[src/rtl/dmem_arb_pkg.sv]
// rtl/dmem_arb_pkg.sv - shared types and defaults for the data-RAM arbiter
package dmem_arb_pkg;

  localparam int DEF_ADDR_W       = 10;
  localparam int DEF_DATA_W       = 32;
  localparam int DEF_STARVE_LIMIT = 8;

  typedef enum logic [1:0] {
    IDLE,
    DBG_ISSUE,
    DBG_CAPTURE
  } arb_state_e;

  // STARVE_W: width able to hold 0..limit
  function automatic int starve_w(input int limit);
    return $clog2(limit + 1);
  endfunction

endpackage

[src/rtl/dmem_arbiter_if.sv]
// rtl/dmem_arbiter_if.sv - pipe, debug and RAM signals of the arbiter
// DMEM_ARB_DBG_WRITE_EN adds the debug write fields dbg_wen/dbg_wdata.
interface dmem_arbiter_if #(
  parameter int ADDR_W = 10,
  parameter int DATA_W = 32
);
  logic              pipe_ren;
  logic              pipe_wen;
  logic [ADDR_W-1:0] pipe_addr;
  logic [DATA_W-1:0] pipe_din;
  logic [DATA_W-1:0] pipe_dout;
  logic              pipe_stall;
  logic              dbg_req;
  logic [ADDR_W-1:0] dbg_addr;
  logic              dbg_busy;
  logic              dbg_ack;
  logic [DATA_W-1:0] dbg_data;
`ifdef DMEM_ARB_DBG_WRITE_EN
  logic              dbg_wen;
  logic [DATA_W-1:0] dbg_wdata;
`endif
  logic [ADDR_W-1:0] ram_addr;
  logic              ram_wen;
  logic [DATA_W-1:0] ram_din;
  logic [DATA_W-1:0] ram_dout;

  modport slave (
    input  pipe_ren, pipe_wen, pipe_addr, pipe_din, dbg_req, dbg_addr, ram_dout,
`ifdef DMEM_ARB_DBG_WRITE_EN
    input  dbg_wen, dbg_wdata,
`endif
    output pipe_dout, pipe_stall, dbg_busy, dbg_ack, dbg_data, ram_addr, ram_wen, ram_din
  );

  modport master (
    output pipe_ren, pipe_wen, pipe_addr, pipe_din, dbg_req, dbg_addr, ram_dout,
`ifdef DMEM_ARB_DBG_WRITE_EN
    output dbg_wen, dbg_wdata,
`endif
    input  pipe_dout, pipe_stall, dbg_busy, dbg_ack, dbg_data, ram_addr, ram_wen, ram_din
  );
endinterface

[src/rtl/dmem_arb_starve_cnt.sv]
// rtl/dmem_arb_starve_cnt.sv - saturating count of cycles a debug request waited
module dmem_arb_starve_cnt
  import dmem_arb_pkg::*;
#(
  parameter int LIMIT = DEF_STARVE_LIMIT,
  parameter int W     = starve_w(LIMIT)
) (
  input  logic clk,
  input  logic rst_n,
  input  logic inc,
  input  logic clr,
  output logic at_limit
);
  logic [W-1:0] cnt_q, cnt_d;

  assign at_limit = (cnt_q == W'(LIMIT));

  always_comb begin
    cnt_d = cnt_q;
    if (clr)
      cnt_d = '0;
    else if (inc && !at_limit)
      cnt_d = cnt_q + 1'b1;
  end

  always_ff @(posedge clk or negedge rst_n) begin
    if (!rst_n) cnt_q <= '0;
    else        cnt_q <= cnt_d;
  end
endmodule

[src/rtl/dmem_arbiter.sv]
// rtl/dmem_arbiter.sv - shares the data RAM between the MEM stage and a debug reader
// DMEM_ARB_DBG_WRITE_EN lets the debug port also write through its slot.
module dmem_arbiter
  import dmem_arb_pkg::*;
#(
  parameter int ADDR_W       = DEF_ADDR_W,
  parameter int DATA_W       = DEF_DATA_W,
  parameter int STARVE_LIMIT = DEF_STARVE_LIMIT
) (
  input  logic           clk,
  input  logic           rst_n,
  dmem_arbiter_if.slave  bus
);
  arb_state_e        state_q, state_d;
  logic              pending_q, pending_d;
  logic [ADDR_W-1:0] addr_q, addr_d;
  logic              dbg_ack_q, dbg_ack_d;
  logic [DATA_W-1:0] dbg_data_q, dbg_data_d;
`ifdef DMEM_ARB_DBG_WRITE_EN
  logic              wen_q, wen_d;
  logic [DATA_W-1:0] wdata_q, wdata_d;
`endif
  logic pipe_act, busy, accept, want, go, at_limit, issue;

  assign pipe_act = bus.pipe_ren | bus.pipe_wen;
  assign busy     = pending_q | (state_q != IDLE);
  assign accept   = bus.dbg_req & ~busy;
  // A request arriving this cycle may be issued next cycle without waiting on pending_q.
  assign want     = pending_q | accept;
  assign go       = (state_q == IDLE) & want & (~pipe_act | at_limit);
  assign issue    = (state_q == DBG_ISSUE);

  dmem_arb_starve_cnt #(.LIMIT(STARVE_LIMIT)) u_starve (
    .clk      (clk),
    .rst_n    (rst_n),
    .inc      ((state_q == IDLE) & want & pipe_act),
    .clr      (go | ~want),
    .at_limit (at_limit)
  );

  always_comb begin
    state_d    = state_q;
    pending_d  = pending_q;
    addr_d     = addr_q;
    dbg_ack_d  = 1'b0;
    dbg_data_d = dbg_data_q;
`ifdef DMEM_ARB_DBG_WRITE_EN
    wen_d      = wen_q;
    wdata_d    = wdata_q;
`endif
    if (accept) begin
      addr_d  = bus.dbg_addr;
`ifdef DMEM_ARB_DBG_WRITE_EN
      wen_d   = bus.dbg_wen;
      wdata_d = bus.dbg_wdata;
`endif
    end
    case (state_q)
      IDLE: begin
        pending_d = want & ~go;
        if (go) state_d = DBG_ISSUE;
      end
      DBG_ISSUE: state_d = DBG_CAPTURE;
      DBG_CAPTURE: begin
        state_d    = IDLE;
        dbg_ack_d  = 1'b1;
        dbg_data_d = bus.ram_dout;
      end
      default: state_d = IDLE;
    endcase
  end

  always_ff @(posedge clk or negedge rst_n) begin
    if (!rst_n) begin
      state_q    <= IDLE;
      pending_q  <= 1'b0;
      addr_q     <= '0;
      dbg_ack_q  <= 1'b0;
      dbg_data_q <= '0;
`ifdef DMEM_ARB_DBG_WRITE_EN
      wen_q      <= 1'b0;
      wdata_q    <= '0;
`endif
    end else begin
      state_q    <= state_d;
      pending_q  <= pending_d;
      addr_q     <= addr_d;
      dbg_ack_q  <= dbg_ack_d;
      dbg_data_q <= dbg_data_d;
`ifdef DMEM_ARB_DBG_WRITE_EN
      wen_q      <= wen_d;
      wdata_q    <= wdata_d;
`endif
    end
  end

  // During the debug slot the pipe access is dropped; the stall makes the stage retry it.
  assign bus.ram_addr   = issue ? addr_q : bus.pipe_addr;
`ifdef DMEM_ARB_DBG_WRITE_EN
  assign bus.ram_wen    = issue ? wen_q : bus.pipe_wen;
  assign bus.ram_din    = issue ? wdata_q : bus.pipe_din;
`else
  assign bus.ram_wen    = issue ? 1'b0 : bus.pipe_wen;
  assign bus.ram_din    = bus.pipe_din;
`endif
  assign bus.pipe_dout  = bus.ram_dout;
  assign bus.pipe_stall = issue & pipe_act;
  assign bus.dbg_busy   = busy;
  assign bus.dbg_ack    = dbg_ack_q;
  assign bus.dbg_data   = dbg_data_q;
endmodule

[src/flat_wrapper.sv]
// flat-port wrapper written by rule: the top's interface ports become plain ports
module dmem_arbiter_flat import dmem_arb_pkg::*;
#(
  parameter int ADDR_W       = DEF_ADDR_W,
  parameter int DATA_W       = DEF_DATA_W,
  parameter int STARVE_LIMIT = DEF_STARVE_LIMIT
)
  (clk, rst_n, bus_pipe_ren, bus_pipe_wen, bus_pipe_addr, bus_pipe_din, bus_dbg_req, bus_dbg_addr, bus_ram_dout, bus_pipe_dout, bus_pipe_stall, bus_dbg_busy, bus_dbg_ack, bus_dbg_data, bus_ram_addr, bus_ram_wen, bus_ram_din);
  dmem_arbiter_if #(.ADDR_W(ADDR_W), .DATA_W(DATA_W)) bus_i ();
  input  logic clk;
  input  logic rst_n;
  input wire logic [$bits(bus_i.pipe_ren)-1:0] bus_pipe_ren;
  input wire logic [$bits(bus_i.pipe_wen)-1:0] bus_pipe_wen;
  input wire logic [$bits(bus_i.pipe_addr)-1:0] bus_pipe_addr;
  input wire logic [$bits(bus_i.pipe_din)-1:0] bus_pipe_din;
  input wire logic [$bits(bus_i.dbg_req)-1:0] bus_dbg_req;
  input wire logic [$bits(bus_i.dbg_addr)-1:0] bus_dbg_addr;
  input wire logic [$bits(bus_i.ram_dout)-1:0] bus_ram_dout;
  output wire logic [$bits(bus_i.pipe_dout)-1:0] bus_pipe_dout;
  output wire logic [$bits(bus_i.pipe_stall)-1:0] bus_pipe_stall;
  output wire logic [$bits(bus_i.dbg_busy)-1:0] bus_dbg_busy;
  output wire logic [$bits(bus_i.dbg_ack)-1:0] bus_dbg_ack;
  output wire logic [$bits(bus_i.dbg_data)-1:0] bus_dbg_data;
  output wire logic [$bits(bus_i.ram_addr)-1:0] bus_ram_addr;
  output wire logic [$bits(bus_i.ram_wen)-1:0] bus_ram_wen;
  output wire logic [$bits(bus_i.ram_din)-1:0] bus_ram_din;
  assign bus_i.pipe_ren = bus_pipe_ren;
  assign bus_i.pipe_wen = bus_pipe_wen;
  assign bus_i.pipe_addr = bus_pipe_addr;
  assign bus_i.pipe_din = bus_pipe_din;
  assign bus_i.dbg_req = bus_dbg_req;
  assign bus_i.dbg_addr = bus_dbg_addr;
  assign bus_i.ram_dout = bus_ram_dout;
  assign bus_pipe_dout = bus_i.pipe_dout;
  assign bus_pipe_stall = bus_i.pipe_stall;
  assign bus_dbg_busy = bus_i.dbg_busy;
  assign bus_dbg_ack = bus_i.dbg_ack;
  assign bus_dbg_data = bus_i.dbg_data;
  assign bus_ram_addr = bus_i.ram_addr;
  assign bus_ram_wen = bus_i.ram_wen;
  assign bus_ram_din = bus_i.ram_din;
  dmem_arbiter #(.ADDR_W(ADDR_W), .DATA_W(DATA_W), .STARVE_LIMIT(STARVE_LIMIT)) u_core (.clk(clk), .rst_n(rst_n), .bus(bus_i));
endmodule
[config.mk]
export PLATFORM = sky130hd
export DESIGN_NAME = dmem_arbiter_flat
export DESIGN_NICKNAME = d
export VERILOG_FILES = /design/src/rtl/dmem_arb_pkg.sv /design/src/rtl/dmem_arbiter_if.sv /design/src/rtl/dmem_arb_starve_cnt.sv /design/src/rtl/dmem_arbiter.sv /design/src/flat_wrapper.sv
export SDC_FILE = /design/constraint.sdc
export NUM_CORES = 1
export LEC_CHECK = 0
export ABC_CLOCK_PERIOD_IN_PS = 2400
export CAP_MARGIN = 20
export CORE_MARGIN = 2
export CORE_UTILIZATION = 38
export DETAILED_ROUTE_END_ITERATION = 12
export GPL_ROUTABILITY_DRIVEN = 0
export PLACE_DENSITY = 0.92
export REMOVE_ABC_BUFFERS = 1
export SLEW_MARGIN = 20
export SYNTH_ARGS = -nofsm -noshare
export SYNTH_HDL_FRONTEND = slang
export SYNTH_SLANG_ARGS = --single-unit
[constraint.sdc]
create_clock -name clk -period 2.4 [get_ports clk]
set_input_delay 0.24 -clock clk [delete_from_list [all_inputs] [get_ports clk]]
set_output_delay 0.24 -clock clk [all_outputs]
set_load 0.01 [all_outputs]
==> results of run 1 <==
## where the power goes
group,internal [mW],switching (mW)
Combinational,1.16,0.558
Sequential,1.23,0.262
Clock,0.233,0.259
## cell usage in the layout (no fill, tap or decap), types with 2 or more instances in the layout
cell type	netlist	layout
a21oi_1	2	2
buf_12	3	2
buf_4	64	3
clkbuf_8	0	6
clkdlybuf4s50_1	0	133
dfrtp_1	50	50
ha_1	2	2
inv_1	2	2
mux2_1	3	3
mux2_2	20	20
mux2_4	29	29
nand2_1	4	4
nor2_1	3	3
nor2b_1	2	2
nor2b_4	2	2
o211ai_1	3	3
o21ai_0	2	2
o22ai_1	3	3
## cell type report
cell class,count,area (sq um)
repair buffers,140,1409
well taps,99,123.9
fillers,604,3339
clock inverters,1,5.005
multi-input cells,87,953.4
clock buffers,7,86.33
flip-flops and latches,50,1251
inverters,2,7.507
## repair_timing
action | in CTS | in global routing
endpoints found under the setup margin | 7 | 0
hold buffers | 1 | 0
setup buffers | 2 | 0
hold endpoints to repair | 15 | 0
## flip-flops by register name (all words and copies together) (netlist names)
signal	flops
u_core.pending_q	1
u_core.bus.dbg_data	32
u_core.u_starve.cnt_q	4
u_core.addr_q	10
u_core.state_q	2
u_core.bus.dbg_ack	1
## worst paths after layout
check,startpoint,to,slack [ns],cells past startpoint
max,u_core.state_q[0],bus_ram_addr[9],0.12,4
min,rst_n,u_core.addr_q[2],0.40,2
max reg2reg,u_core.u_starve.cnt_q[0],u_core.u_starve.cnt_q[1],0.78,6
min reg2reg,u_core.addr_q[6],u_core.addr_q[6],0.49,1
max in group asynchronous,rst_n,u_core.bus.dbg_data[5],1.44,3
min in group clk,bus_pipe_din[22],bus_ram_din[22],0.48,0
## stage by stage
| step | instance area, sq um | util (%) | hold WS, ns | power [mW] | instances |
|---|---|---|---|---|---|
| 2_1_floorplan | 2212 | - | -0.05559 | 2.263 | 139 |
| 3_3_place_gp | 3707 | 51.67 | 0.1764 | 3.183 | 375 |
| 3_5_place_dp | 3707 | 51.67 | 0.1869 | 3.227 | 375 |
| 4_1_cts | 3836 | 53.46 | 0.3919 | 3.759 | 386 |
| 5_1_grt | 3836 | 53.46 | 0.4296 | 3.934 | 386 |
| 6_report | 3836 | 53.46 | 0.4000 | 3.706 | 386 |
## logic make-up (layout without fill, tap and decap cells)
| kind of cell | Yosys count | count (layout) |
|---|---|---|
| buf+inv | 72 | 150 |
| mux | 52 | 52 |
| flops | 50 | 50 |
| simple gates | 17 | 17 |
| compound gates | 15 | 15 |
| fa+ha+maj | 2 | 2 |
| xor+xnor | 1 | 1 |
## metal layers
metal	up-vias	track usage, %
li1	796	-
met1	861	21.31
met2	144	22.76
met3	9	10.90
met4	2	3.256
met5	-	3.896
==> flow_summary.json, run 1 <==
{
  "synth_top_cells_by_area": "dfrtp_1 45%, buf_4 17%, mux2_4 16%",
  "setup_viol_count_final": 0,
  "num_vias": 1812,
  "ctsRootBufferMaster": "clkbuf_8",
  "cp-start-kind": "flip-flop",
  "finalCriticalPeriod_ns": 2.279,
  "cts.clk_slew.worst_paths_ns": 0.09,
  "pre_cts_ws_ns": 0.3397,
  "grt_pass1_vias": 1883,
  "cts_inserted_buffers": 5,
  "synthSimpleGateAreaFrac_pct": 4.410,
  "synth_fa_ha_area_share_pct": 0.9001,
  "area_growth_pct": 37.98,
  "critPathSlowestCell": "dfrtp_1",
  "drt_wl_total_mm": 6.789,
  "diodes": 0,
  "start_util_pct": 38.74,
  "synth_top_cell_by_area": "dfrtp_1",
  "rows": 31,
  "drt-met1-wl_mm": 2.896,
  "cts_resized": 0,
  "crit_fanout": 12,
  "drc": 0,
  "crit_buf_inv": 2,
  "cts_tree": "built",
  "crit_family": "buffers and inverters",
  "status": "complete, no violations",
  "grtUsageTotal_pct": 16.47,
  "yosys_warnings": 0,
  "antenna_found_initial": 0,
  "leakagePower_nw": 1.602,
  "drv_slew": 0,
  "cp.required_ns": 2.16,
  "end_kind": "output port",
  "synthMuxAreaShare_pct": 24.98,
  "top_layer_used": "met5",
  "postRouteAntennaNets": 0,
  "cts.sinks": 50,
  "cp_data_arrival_time_ns": 2.04,
  "post_drt_wl_per_cell_um": 17.59,
  "grt_max_degree": 34,
  "synth_xor_area_share_pct": 0.3150,
  "drtIter0Drc": 41,
  "rsz0062_at_grt": "false",
  "worstSkewPairLatency_ns": 0.29,
  "synth_area_sq_mm": 0.002780,
  "hold_class": "input port to async pin",
  "ys.flop_type": "dfrtp_1",
  "synth-seq-cells": 50,
  "via_per_inst": 4.694,
  "fp.dieW_um": 89.54,
  "worst_slack_ns": 0.1215,
  "cap_violations": 0,
  "clk_path_buf_depth": 2,
  "crit_type": "flip-flop to output port",
  "fin_tns_setup_ns": 0,
  "io_pins": 199,
  "wl_met3_um": 921,
  "synth_edf_count": 0,
  "synth_top_family_by_area": "multiplexers",
  "synth_top_area_share_pct": 45.00,
  "syn_inst": 209,
  "yosysMostFrequentCell": "buf_4",
  "core-area_sq_mm": 0.007176,
  "design.final.nets": 377,
  "synthTopCellsByCount": "64 x buf_4, 50 x dfrtp_1, 29 x mux2_4",
  "overflow": 0,
  "crit_path_max_incr_delay_ns": 0.54,
  "yosysSeqAreaShare_pct": 45.00,
  "die_h_um": 89.54,
  "yosysUniqueCellTypes": 30,
  "pwr_density_cell_mw_per_mm2": 966.0,
  "slew_headroom_pct": 63.17,
  "path_cells": "nor2b_4 -> buf_12 -> mux2_2 -> clkdlybuf4s50_1",
  "final_layout_size_suffix_gt1_share_pct": 23.69,
  "drtPass1Iterations": 4,
  "synth_compound_area_share_pct": 3.690,
  "syn_area_per_cell_sq_um": 13.30,
  "async_reset_ff_share_pct": 100.0,
  "fin_skew_ns": 0.003892,
  "grt_pass1_wl_mm": 9.639,
  "design.die.area_sq_mm": 0.008017,
  "dp.final_hpwl_mm": 5.263,
  "port_buffers": 134,
  "hold_viol": 0,
  "max_freq_mhz": 438.9,
  "ctsHtreeMaxLevel": 2,
  "met2_length_mm": 2.888,
  "irDropWorstVdd_uv": 504.7,
  "tightest_slew_ns": 0.5525,
  "post-route-period-util_pct": 94.94
}
(Power assumes the default switching activity.)
==> inputs of run 2 (changes only) <==
--- a/config.mk
+++ b/config.mk
@@ -9,6 +9,7 @@
 export CAP_MARGIN = 20
 export CORE_MARGIN = 2
 export CORE_UTILIZATION = 38
+export CTS_CLUSTER_SIZE = 8
 export DETAILED_ROUTE_END_ITERATION = 12
 export GPL_ROUTABILITY_DRIVEN = 0
 export PLACE_DENSITY = 0.92
==> results of run 2 <==
The final DEF is identical to that of run 1; final timing and power are the same.
